<file path="src/rtl/css_mcu0_el2_ifu_rvc_packer.sv">
// RV32 -> RVC compressor feeding a 3-halfword packer that emits 32-bit little-endian words.
// No output register: out_data = {hw1,hw0} once two halfwords are buffered; in_ready follows out_ready when full.
module css_mcu0_el2_ifu_rvc_packer (
  input  logic        clk,
  input  logic        rst_l,
  input  logic        in_valid,
  output logic        in_ready,
  input  logic [31:0] in_instr,
  input  logic        flush,
  output logic        out_valid,
  input  logic        out_ready,
  output logic [31:0] out_data,
  output logic [15:0] comp_cnt
);

  logic [4:0]  rd;
  logic [4:0]  rs1;
  logic [4:0]  rs2;
  logic [6:0]  opc;
  logic [2:0]  f3;
  logic [6:0]  f7;
  logic        imm_fits6;
  logic        lw_ok;
  logic        sw_ok;
  logic        comp_vld;
  logic [15:0] comp_hw;

  logic [1:0]  count_q, count_d;
  logic [15:0] hw0_q, hw0_d;
  logic [15:0] hw1_q, hw1_d;
  logic [15:0] hw2_q, hw2_d;
  logic [15:0] comp_cnt_q, comp_cnt_d;
  logic        push;
  logic        pop;
  logic [1:0]  base;
  logic [15:0] nh0;
  logic [15:0] nh1;

  assign rd  = in_instr[11:7];
  assign rs1 = in_instr[19:15];
  assign rs2 = in_instr[24:20];
  assign opc = in_instr[6:0];
  assign f3  = in_instr[14:12];
  assign f7  = in_instr[31:25];

  // I-imm fits in 6 signed bits when imm[11:5] is a pure sign extension.
  assign imm_fits6 = (in_instr[31:25] == 7'h00) | (in_instr[31:25] == 7'h7f);
  assign lw_ok = (rd[4:3] == 2'b01) & (rs1[4:3] == 2'b01) &
                 (in_instr[31:27] == 5'd0) & (in_instr[21:20] == 2'd0);
  assign sw_ok = (rs2[4:3] == 2'b01) & (rs1[4:3] == 2'b01) &
                 (in_instr[31:27] == 5'd0) & (in_instr[8:7] == 2'd0);

  always_comb begin
    comp_vld = 1'b0;
    comp_hw  = 16'h0000;
    if (in_instr == 32'h0000_0013) begin
      comp_vld = 1'b1;
      comp_hw  = 16'h0001;
    end else if (opc == 7'h13 && f3 == 3'b000 && rd != 5'd0 && rs1 == 5'd0 && imm_fits6) begin
      comp_vld = 1'b1;
      comp_hw  = {3'b010, in_instr[25], rd, in_instr[24:20], 2'b01};
    end else if (opc == 7'h13 && f3 == 3'b000 && rd != 5'd0 && rs1 == rd &&
                 in_instr[31:20] != 12'd0 && imm_fits6) begin
      comp_vld = 1'b1;
      comp_hw  = {3'b000, in_instr[25], rd, in_instr[24:20], 2'b01};
    end else if (opc == 7'h33 && f3 == 3'b000 && f7 == 7'd0 && rd != 5'd0 &&
                 rs2 != 5'd0 && rs1 == 5'd0) begin
      comp_vld = 1'b1;
      comp_hw  = {4'b1000, rd, rs2, 2'b10};
    end else if (opc == 7'h33 && f3 == 3'b000 && f7 == 7'd0 && rd != 5'd0 &&
                 rs2 != 5'd0 && rs1 == rd) begin
      comp_vld = 1'b1;
      comp_hw  = {4'b1001, rd, rs2, 2'b10};
    end else if (opc == 7'h03 && f3 == 3'b010 && lw_ok) begin
      comp_vld = 1'b1;
      comp_hw  = {3'b010, in_instr[25:23], rs1[2:0], in_instr[22], in_instr[26], rd[2:0], 2'b00};
    end else if (opc == 7'h23 && f3 == 3'b010 && sw_ok) begin
      comp_vld = 1'b1;
      comp_hw  = {3'b110, in_instr[25], in_instr[11:10], rs1[2:0], in_instr[9], in_instr[26],
                  rs2[2:0], 2'b00};
    end
  end

  assign out_valid = count_q[1];
  assign out_data  = {hw1_q, hw0_q};
  assign in_ready  = ~count_q[1] | out_ready;
  assign push      = in_valid & in_ready;
  assign pop       = out_valid & out_ready;
  assign nh0       = comp_vld ? comp_hw : in_instr[15:0];
  assign nh1       = in_instr[31:16];
  assign comp_cnt  = comp_cnt_q;

  always_comb begin
    hw0_d   = hw0_q;
    hw1_d   = hw1_q;
    hw2_d   = hw2_q;
    base    = count_q;
    count_d = count_q;
    if (pop) begin
      hw0_d = hw2_q;
      hw1_d = 16'h0000;
      hw2_d = 16'h0000;
      base  = count_q - 2'd2;
    end
    count_d = base;
    // A push only happens with base<=1, so new halfwords never run past hw2.
    if (push) begin
      if (base == 2'd0) begin
        hw0_d = nh0;
        if (!comp_vld) hw1_d = nh1;
      end else begin
        hw1_d = nh0;
        if (!comp_vld) hw2_d = nh1;
      end
      count_d = comp_vld ? base + 2'd1 : base + 2'd2;
    end else if (flush && count_q == 2'd1) begin
      hw1_d   = 16'h0001;
      count_d = 2'd2;
    end
  end

  always_comb begin
    comp_cnt_d = comp_cnt_q;
    if (push && comp_vld && comp_cnt_q != 16'hffff) comp_cnt_d = comp_cnt_q + 16'd1;
  end

  always_ff @(posedge clk or negedge rst_l) begin
    if (!rst_l) begin
      count_q    <= 2'd0;
      hw0_q      <= 16'h0000;
      hw1_q      <= 16'h0000;
      hw2_q      <= 16'h0000;
      comp_cnt_q <= 16'h0000;
    end else begin
      count_q    <= count_d;
      hw0_q      <= hw0_d;
      hw1_q      <= hw1_d;
      hw2_q      <= hw2_d;
      comp_cnt_q <= comp_cnt_d;
    end
  end

endmodule
</file>
<file path="config.mk">
export PLATFORM = sky130hd
export DESIGN_NAME = css_mcu0_el2_ifu_rvc_packer
export DESIGN_NICKNAME = d
export VERILOG_FILES = /design/src/rtl/css_mcu0_el2_ifu_rvc_packer.sv
export SDC_FILE = /design/constraint.sdc
export NUM_CORES = 1
export LEC_CHECK = 0
export ABC_AREA = 1
export BUFFER_PORTS_ARGS = -buffer_cell sky130_fd_sc_hd__buf_4
export CAP_MARGIN = 20
export CELL_PAD_IN_SITES_DETAIL_PLACEMENT = 0
export CELL_PAD_IN_SITES_GLOBAL_PLACEMENT = 2
export CORE_UTILIZATION = 30
export CTS_CLUSTER_SIZE = 30
export DETAILED_ROUTE_END_ITERATION = 12
export PLACE_DENSITY_LB_ADDON = 0.1
export SYNTH_ARGS = -nofsm -noshare
export SYNTH_HDL_FRONTEND = slang
export SYNTH_SLANG_ARGS = --single-unit
</file>
<file path="constraint.sdc">
create_clock -name clk -period 2.2 [get_ports clk]
set_input_delay 0.44 -clock clk [delete_from_list [all_inputs] [get_ports clk]]
set_output_delay 0.44 -clock clk [all_outputs]
set_load 0.01 [all_outputs]
</file>
==> results.py, run 1 <==
metrics = {
    "die": {
        "die_area_mm2": 0.0160,
        "die_y_um": 126,
        "core_area_mm2": 0.0151,
        "pin_count": 87,
        "start_util": 0.307,
        "dieWidth_um": 126,
        "placementRows": 45,
    },
    "global_route": {
        "grt_max_degree": 38,
        "grt_pass1_vias": 5317,
        "overflow": 0,
        "antenna_found_initial": 0,
        "grt_pass1_wl_um": 29000,
        "track_usage": 0.239,
    },
    "clock_tree": {
        "cts_sinks": 66,
        "insertion_delay_ps": 340,
        "cts_max_level": 3,
        "clk_pin_slew_worst_paths_ps": 60,
        "cts_buffers": 9,
        "cts_tree": "built",
        "clock_path_buffers": 2,
        "cts-root-buf": "clkbuf_16",
    },
    "route": {
        "detail_route.wl_per_cell_um": 16.8,
        "drc": 0,
        "dr.pass1.iters": 4,
        "num_vias": 5379,
        "ant_nets": 0,
        "postRouteWirelength_um": 18100,
        "first_iter_violations": 312,
        "viasPerCell": 4.98,
    },
    "worst_setup_path": {
        "path_cells": "buf_4 -> inv_1 -> nand2_1 -> inv_1 -> nand2_2 -> nor3_1 -> o21ai_0 -> nand4_1 -> nand2_1 -> o22ai_1 -> inv_1",
        "r2r_cells": 9,
        "crit_required_ps": 2430,
        "cpMostUsedCell": "inv_1",
        "endpoint_kind": "flip-flop",
        "r2r_slack_ps": 290,
        "critPathSlowestCell": "nor3_1",
        "path_class": "in2reg",
        "cp-start-kind": "input pin",
        "r2r_end": "comp_cnt[15]",
        "slowest_delay_ps": 300,
        "cp.arrival_ps": 2230,
        "r2r-start": "comp_cnt[1]",
        "critPathMaxFanout": 5,
    },
    "logic_synthesis": {
        "netlist_instances": 717,
        "async_reset_ff_frac": 1.00,
        "synth_top_area_frac": 0.356,
        "ys_ff_latch": 66,
        "synth.area.top_cells": "dfrtp_1 (36%), nand2_1 (20%), nand3_1 (8.5%)",
        "ys_types": 36,
        "ys.flop_type": "dfrtp_1",
        "yosysSeqAreaShare": 0.356,
        "ys_warn_count": 0,
        "syn_nets": 756,
        "synth_area_leader_cell": "dfrtp_1",
        "netlist_area_mm2": 0.00465,
        "synth_edf_count": 0,
        "syn_avg_cell_area_um2": 6.48,
    },
    "cells_and_area": {
        "final_core_util": 0.429,
        "regArea_mm2": 0.00165,
        "layout_commonest_cell": "nand2_1",
        "instances_no_fill": 1080,
        "final_cell_mix": "nand2_1 (252), buf_4 (185), nand3_1 (79)",
        "final_nets": 927,
        "n_antenna_cell": 0,
        "multi_input_area_mm2": 0.00254,
        "area_growth_pct": 39.7,
        "fill_cells": 1642,
        "drive_above_1_share": 0.252,
    },
    "power_and_ir_drop": {
        "ir_drop_mv": 0.295,
        "p_leak_nw": 3.48,
        "power_density_mw_per_mm2": 585,
    },
    "flow_run": {
        "maxCapViolations": 0,
    },
    "timing": {
        "finalHoldViolCount": 0,
        "final.setup_skew_ps": 3.94,
        "slew_headroom": 0.536,
        "tightest_slew_ps": 696,
        "rsz0062_at_grt": "true",
        "clock.fmax_mhz": 501,
        "worst_slack_ps": 202,
        "finalSetupViolations": 0,
        "min_period_over_period": 0.908,
        "period_minus_slack_ps": 2000,
        "maxSlewViolCount": 0,
        "hold_slack_ps": 46.5,
    },
    "placement": {
        "dp_cells": 1065,
        "portBuffers": 86,
        "dp_slack_ps": -140,
        "gp_congestion": 0.935,
        "place_hpwl_um": 14400,
    },
    "worst_hold_path": {
        "hold_path.class": "in2async",
    },
    "outcome": {
        "outcome": "finished clean",
    },
}
==> report_power, final <==
part           internal, mW  leakage, nW  switching [mW]
registers              1.32        0.859          0.0642
logic                 0.353         2.47           0.459
clock network          1.05        0.156           0.545
total                  2.73         3.48            1.07
==> cells in the mapped netlist (2+ instances only) <==
cell type,count
a21oi_1,8
buf_1,5
buf_2,6
buf_4,2
buf_6,4
clkbuf_1,10
dfrtp_1,66
ha_1,2
inv_1,74
inv_2,9
nand2_1,252
nand2_2,2
nand3_1,79
nand3_2,4
nand3b_1,3
nand4_1,51
nor2_1,63
nor2_2,4
nor3_1,15
nor4_1,6
o211ai_1,3
o21ai_0,12
o21ai_1,12
o22ai_1,2
xnor2_1,3
xor2_1,10
==> state kept, by name (all words and copies together), names as in the netlist <==
register	count
hw1_q	16
hw0_q	16
comp_cnt	16
count_q	2
hw2_q	16
==> logic make-up (layout without fill, tap and decap cells) <==
group           count (synthesis)  in the layout  share of synthesized area
fa+ha+maj                       2              2                    0.00539
xor+xnor                       13             13                     0.0245
compound gates                 42             42                     0.0533
simple gates                  483            483                      0.462
flops                          66             66                      0.356
buf+inv                       111            286                     0.0994
==> worst max-delay path, delay by kind of cell <==
kind / cells / cell delay (ps)
AND/OR/NAND/NOR: 5 / 900
AO/OA/AOI/OAI: 2 / 450
buffers and inverters: 4 / 440
==> how the worst max path moves through the flow <==
stage | start | endpoint | slack [ps] | depth (start not counted)
finish | in_instr[31] | count_q[1] | 200 | 11
global route | in_instr[31] | hw1_q[11] | -8 | 17
CTS | in_instr[17] | hw0_q[9] | 220 | 14
detailed placement | in_instr[17] | hw0_q[9] | -140 | 14
global placement | in_instr[17] | hw0_q[6] | -120 | 14
floorplan | in_instr[23] | hw1_q[7] | 340 | 14
==> area by class of cell <==
class,count,share of cell area
multi-input cells,540,0.391
flip-flops and latches,66,0.254
repair buffers,187,0.220
inverters,84,0.0486
clock buffers,13,0.0401
well taps,188,0.0362
clock inverters,2,0.00925
==> routing by layer <==
metal,vias up,routed length [µm],GRT usage
met5,-,0,0
met4,0,325,0.0794
met3,22,682,0.0342
met2,133,8060,0.373
met1,2547,9020,0.337
li1,2677,-,-
==> per-stage QoR <==
step / area (µm²) / TNS, ps / power, mW
2_1_floorplan: 4650 / 0 / 1.76
3_3_place_gp: 6160 / -2330 / 2.22
3_5_place_dp: 6160 / -2950 / 2.23
4_1_cts: 6480 / 0 / 3.84
5_1_grt: 6490 / -14.5 / 3.99
6_report: 6490 / 0 / 3.79
==> timing repair <==
action,4_1_cts,5_1_grt
hold buffers,0,0
setup buffers,0,0
resized for setup,0,1
setup endpoints to repair,0,3
Power figures use the tool's default switching activity.
==> run 2: changes to the inputs <==
--- a/config.mk
+++ b/config.mk
@@ -5,12 +5,12 @@
 export SDC_FILE = /design/constraint.sdc
 export NUM_CORES = 1
 export LEC_CHECK = 0
-export ABC_AREA = 1
+export ABC_AREA = 0
 export BUFFER_PORTS_ARGS = -buffer_cell sky130_fd_sc_hd__buf_4
 export CAP_MARGIN = 20
 export CELL_PAD_IN_SITES_DETAIL_PLACEMENT = 0
 export CELL_PAD_IN_SITES_GLOBAL_PLACEMENT = 2
-export CORE_UTILIZATION = 30
+export CORE_UTILIZATION = 32
 export CTS_CLUSTER_SIZE = 30
 export DETAILED_ROUTE_END_ITERATION = 12
 export PLACE_DENSITY_LB_ADDON = 0.1
==> results.py, run 2 <==
metrics = {
    "worst_setup_path": {
        "path_delay_family": "simple AND/OR/NAND/NOR gates",
        "critPathMaxFanout": 4,
        "cp.arrival_ps": 2890,
        "slowest_delay_ps": 570,
        "path_class": "in2reg",
        "crit_required_ps": 2440,
        "critPathSlowestCell": "or4b_4",
        "cp-start-kind": "input pin",
        "r2r_slack_ps": 230,
        "path_cells": "buf_6 -> or4_4 -> or4b_4 -> nor3_4 -> a31oi_2 -> buf_4 -> or2_4 -> a32oi_2 -> a21oi_1 -> a221o_1",
        "crit_buf_inv": 2,
        "endpoint_kind": "flip-flop",
    },
    "route": {
        "ant_nets": 0,
        "first_iter_violations": 253,
        "detail_route.wl_per_cell_um": 19.9,
        "num_vias": 3782,
        "drc": 0,
        "viasPerCell": 5.34,
        "dr.pass1.iters": 5,
        "postRouteWirelength_um": 14100,
    },
    "global_route": {
        "overflow": 0,
        "grt_max_degree": 44,
        "grt_pass1_wl_um": 21400,
        "grt_pass1_vias": 3759,
        "antenna_found_initial": 0,
        "track_usage": 0.253,
    },
    "cells_and_area": {
        "n_antenna_cell": 0,
        "final_nets": 603,
        "layout_commonest_cell": "buf_4",
        "area_growth_pct": 64.7,
        "fill_cells": 1040,
        "final_cell_mix": "buf_4 (172), dfrtp_1 (66), nand2_1 (41)",
        "fin_area_mm2": 0.00583,
        "drive_above_1_share": 0.484,
    },
    "timing": {
        "final.setup_skew_ps": 8.47,
        "slew_headroom": 0.578,
        "maxSlewViolCount": 0,
        "rsz0062_at_grt": "true",
        "finalSetupViolations": 60,
        "finalHoldViolCount": 0,
        "tightest_slew_ps": 629,
        "period_minus_slack_ps": 2650,
        "min_period_over_period": 1.20,
        "worst_slack_ps": -447,
        "clock.fmax_mhz": 378,
    },
    "logic_synthesis": {
        "async_reset_ff_frac": 1.00,
        "netlist_area_mm2": 0.00354,
        "syn_nets": 412,
        "synth_area_leader_cell": "dfrtp_1",
        "synth_edf_count": 0,
        "yosysMostFrequentCell": "dfrtp_1",
        "synth_common_cells": "dfrtp_1 (66), nand2_1 (52), o21ai_0 (32)",
        "synth_top_area_frac": 0.466,
        "syn_avg_cell_area_um2": 9.50,
        "ys_ff_latch": 66,
        "ys_types": 55,
        "netlist_instances": 373,
        "ys.flop_type": "dfrtp_1",
        "yosysSeqAreaShare": 0.466,
        "ys_warn_count": 0,
        "synth.area.top_cells": "dfrtp_1 (47%), nand2_1 (5.5%), o21ai_0 (4.5%)",
    },
    "clock_tree": {
        "insertion_delay_ps": 350,
        "cts-root-buf": "clkbuf_8",
        "clock_path_buffers": 2,
        "cts_sinks": 66,
        "cts_buffers": 9,
        "cts_tree": "built",
        "cts_max_level": 3,
        "clk_pin_slew_worst_paths_ps": 80,
    },
    "die": {
        "die_y_um": 107,
        "dieWidth_um": 107,
        "start_util": 0.328,
        "core_area_mm2": 0.0108,
        "die_area_mm2": 0.0115,
        "placementRows": 38,
        "pin_count": 87,
    },
    "placement": {
        "portBuffers": 86,
        "gp_congestion": 0.921,
        "dp_slack_ps": -835,
        "dpl_cell_area_mm2": 0.00506,
        "place_hpwl_um": 10100,
    },
    "power_and_ir_drop": {
        "p_leak_nw": 2.81,
        "ir_drop_mv": 0.359,
        "power_density_mw_per_mm2": 535,
    },
    "outcome": {
        "outcome": "complete, but fails checks",
        "violations": "setup timing",
    },
    "worst_hold_path": {
        "hold_path.class": "in2async",
    },
    "flow_run": {
        "maxCapViolations": 0,
    },
}
run 2: worst reg2reg max path, stage by stage, from the launching register on:
cell      delay, ps
dfrtp_1         430
and3_1          220
and2_1          180
and3_1          240
a311oi_4        310
buf_12          180
mux2_4          300
run 2: path summary, 6_finish.rpt:
| kind | start | to | depth (start not counted) |
|---|---|---|---|
| min in group clk | in_valid | count_q[1] | 3 |
| setup / recovery | in_instr[3] | hw1_q[4] | 10 |
| setup reg to reg | comp_cnt[6] | comp_cnt[1] | 6 |
| hold / removal | rst_l | hw2_q[15] | 1 |
| hold reg to reg | comp_cnt[11] | comp_cnt[11] | 1 |
| max in group asynchronous | rst_l | hw0_q[8] | 2 |
run 2: area by class of cell:
class	instances	area (µm²)	share of cell area
Clock buffer	13	159	0.0272
Clock inverter	2	12.5	0.00214
Inverter	2	7.51	0.00129
Multi-Input combinational cell	286	2150	0.368
Sequential cell	66	1650	0.283
Tap cell	140	175	0.0300
Timing Repair Buffer	199	1680	0.288
run 2: kinds of logic (layout without fill, tap and decap cells):
kind of cell	after synthesis	after routing	synth area share
AND/OR/NAND/NOR	143	143	0.212
AO/OA/AOI/OAI	110	110	0.210
flip-flops	66	66	0.466
buffers and inverters	21	216	0.0244
XOR/XNOR	20	20	0.0494
multiplexers	11	11	0.0314
adder cells (fa/ha/maj)	2	2	0.00706
run 2: metal layers:
| metal | up-vias | wire length (µm) | track usage |
|---|---|---|---|
| met5 | - | 0 | 0 |
| met4 | 0 | 170 | 0.0890 |
| met3 | 17 | 847 | 0.0523 |
| met2 | 120 | 6300 | 0.368 |
| met1 | 1876 | 6770 | 0.367 |
| li1 | 1769 | - | - |
run 2: power by group:
part / switching, mW / internal, mW
registers: 0.0749 / 1.33
clock network: 0.478 / 0.464
logic: 0.393 / 0.387
total: 0.945 / 2.18
run 2: timing repair:
item,in CTS,in global routing
hold buffers,0,0
gates cloned,1,3
pin swaps,20,31
setup endpoints to repair,60,63
gates resized for setup,63,57
setup buffers,9,8
run 2: metrics by stage:
step	hold WS, ps	power [mW]	std cells	util	TNS, ps
after global routing	133	3.27	708	0.541	-24900
after global placement	480	2.12	676	0.468	-43020
after floorplan	144	1.67	373	-	-25490
after detailed placement	483	2.12	676	0.468	-41840
after CTS	118	3.11	701	0.514	-15540
final	94.8	3.12	708	0.541	-20140
==> run 3: changes to the inputs <==
--- a/config.mk
+++ b/config.mk
@@ -10,10 +10,12 @@
 export CAP_MARGIN = 20
 export CELL_PAD_IN_SITES_DETAIL_PLACEMENT = 0
 export CELL_PAD_IN_SITES_GLOBAL_PLACEMENT = 2
-export CORE_UTILIZATION = 32
+export CORE_MARGIN = 5
+export CORE_UTILIZATION = 33
+export CTS_BUF_LIST = sky130_fd_sc_hd__clkbuf_8
 export CTS_CLUSTER_SIZE = 30
 export DETAILED_ROUTE_END_ITERATION = 12
-export PLACE_DENSITY_LB_ADDON = 0.1
+export PLACE_DENSITY = 0.82
 export SYNTH_ARGS = -nofsm -noshare
 export SYNTH_HDL_FRONTEND = slang
 export SYNTH_SLANG_ARGS = --single-unit
==> results.py, run 3 (synthesis gave the netlist of run 2 again) <==
metrics = {
    "outcome": {
        "outcome": "complete, but fails checks",
        "violations": "setup timing",
    },
    "cells_and_area": {
        "final_core_util": 0.548,
        "fin_area_mm2": 0.00570,
        "drive_above_1_share": 0.451,
        "layout_commonest_cell": "buf_4",
        "final_nets": 599,
        "area_growth_pct": 60.9,
        "final_cell_mix": "buf_4 (175), dfrtp_1 (66), nand2_1 (47)",
        "fill_cells": 980,
        "n_antenna_cell": 0,
        "instances_no_fill": 699,
    },
    "worst_setup_path": {
        "slowest_delay_ps": 560,
        "crit_required_ps": 2420,
        "critPathSlowestCell": "or4_4",
        "cp.arrival_ps": 2910,
        "path_cells": "buf_6 -> or4_4 -> or4b_4 -> nor3_4 -> a31oi_2 -> buf_4 -> or2_4 -> a32oi_4 -> a21oi_1 -> a221o_1",
        "endpoint_kind": "flip-flop",
        "cp.depth": 10,
        "critPathMaxFanout": 3,
        "path_delay_family": "simple AND/OR/NAND/NOR gates",
        "cp-start-kind": "input pin",
        "r2r_cells": 9,
        "r2r_end": "hw2_q[14]",
        "path_class": "in2reg",
        "r2r_slack_ps": 160,
        "crit_buf_inv": 2,
        "r2r-start": "count_q[1]",
    },
    "placement": {
        "dpl_cell_area_mm2": 0.00507,
        "dp_cells": 671,
        "portBuffers": 86,
        "place_hpwl_um": 10500,
        "gp_congestion": 0.917,
        "dp_slack_ps": -870,
    },
    "global_route": {
        "grt_max_degree": 39,
        "grt_pass1_vias": 3808,
        "antenna_found_initial": 0,
        "grt_pass1_wl_um": 22500,
        "track_usage": 0.226,
        "overflow": 0,
    },
    "clock_tree": {
        "cts_hold_buf": 0,
        "cts-root-buf": "clkbuf_8",
        "clock_path_buffers": 2,
        "cts_sinks": 66,
        "cts_tree": "built",
        "cts_max_level": 3,
        "insertion_delay_ps": 340,
        "cts_buffers": 9,
        "clk_pin_slew_worst_paths_ps": 80,
    },
    "timing": {
        "finalHoldViolCount": 0,
        "period_minus_slack_ps": 2700,
        "maxSlewViolCount": 0,
        "rsz0062_at_grt": "true",
        "clock.fmax_mhz": 371,
        "final.setup_skew_ps": 11.0,
        "min_period_over_period": 1.23,
        "tightest_slew_ps": 600,
        "slew_headroom": 0.599,
        "finalSetupViolations": 60,
        "tns_ps": -22530,
        "worst_slack_ps": -497,
        "hold_slack_ps": 17.6,
    },
    "flow_run": {
        "maxCapViolations": 0,
    },
    "die": {
        "placementRows": 37,
        "dieWidth_um": 114,
        "die_area_mm2": 0.0129,
        "pin_count": 87,
        "die_y_um": 114,
        "core_area_mm2": 0.0104,
        "start_util": 0.340,
    },
    "route": {
        "dr.pass1.iters": 5,
        "first_iter_violations": 194,
        "num_vias": 3760,
        "drc": 0,
        "ant_nets": 0,
        "postRouteWirelength_um": 14300,
        "viasPerCell": 5.38,
        "detail_route.wl_per_cell_um": 20.5,
    },
    "power_and_ir_drop": {
        "intPower_mw": 2.21,
        "power_switching_mw": 0.928,
        "clockPowerShare": 0.303,
        "ir_drop_mv": 0.379,
        "p_seq_frac": 0.448,
        "p_leak_nw": 2.76,
        "combPwrFrac": 0.250,
        "power_density_mw_per_mm2": 550,
        "fin_total_pwr_mw": 3.14,
        "netSwitchingFraction": 0.296,
    },
    "worst_hold_path": {
        "hold_path.class": "in2async",
    },
}
-- run 3: power groups by stage --
stage	Sequential, mW	Combinational, mW	Clock, mW
5_1_grt	1.42	0.843	1.04
4_1_cts	1.40	0.785	0.982
3_3_place_gp	1.42	0.708	0
6_report	1.41	0.783	0.950
3_5_place_dp	1.42	0.712	0
2_1_floorplan	1.45	0.218	0
-- run 3: worst max-delay path by stage --
| stage | startpoint | slack [ps] | endpoint |
|---|---|---|---|
| finish | in_instr[3] | -500 | hw1_q[4] |
| global route | in_instr[27] | -560 | hw2_q[14] |
| CTS | in_instr[3] | -430 | hw1_q[4] |
| detailed placement | in_instr[3] | -870 | hw1_q[4] |
| global placement | in_instr[3] | -800 | hw1_q[4] |
| floorplan | in_instr[3] | -620 | comp_cnt[8] |
-- run 3: metal layers --
| metal | GRT usage | wire (µm) | up-vias |
|---|---|---|---|
| li1 | - | - | 1768 |
| met1 | 0.315 | 6480 | 1839 |
| met2 | 0.351 | 6670 | 132 |
| met3 | 0.0424 | 882 | 21 |
| met4 | 0.0777 | 298 | 0 |
| met5 | 0 | 0 | - |
-- run 3: worst reg2reg max path: stages (launching register included) --
cell and delay [ps]:
dfrtp_1 360, nand2b_1 140, ha_1 250, buf_4 180
nand2b_1 210, nor2_4 420, buf_12 170, buf_4 110
nand2_1 50, o21ai_1 80
-- run 3: area by class of cell --
| cell class | instances | area (µm²) | share of cell area |
|---|---|---|---|
| Clock buffer | 12 | 165 | 0.0290 |
| Clock inverter | 2 | 12.5 | 0.00219 |
| Inverter | 2 | 7.51 | 0.00132 |
| Multi-Input combinational cell | 286 | 2030 | 0.357 |
| Sequential cell | 66 | 1650 | 0.290 |
| Tap cell | 136 | 170 | 0.0298 |
| Timing Repair Buffer | 195 | 1660 | 0.292 |
-- run 3: what timing repair did --
item                                    in CTS  in global routing
setup buffers                               12                  3
pin swaps                                   23                  4
gates cloned                                 4                  0
resized for setup                           66                 11
endpoints found under the setup margin      60                 65
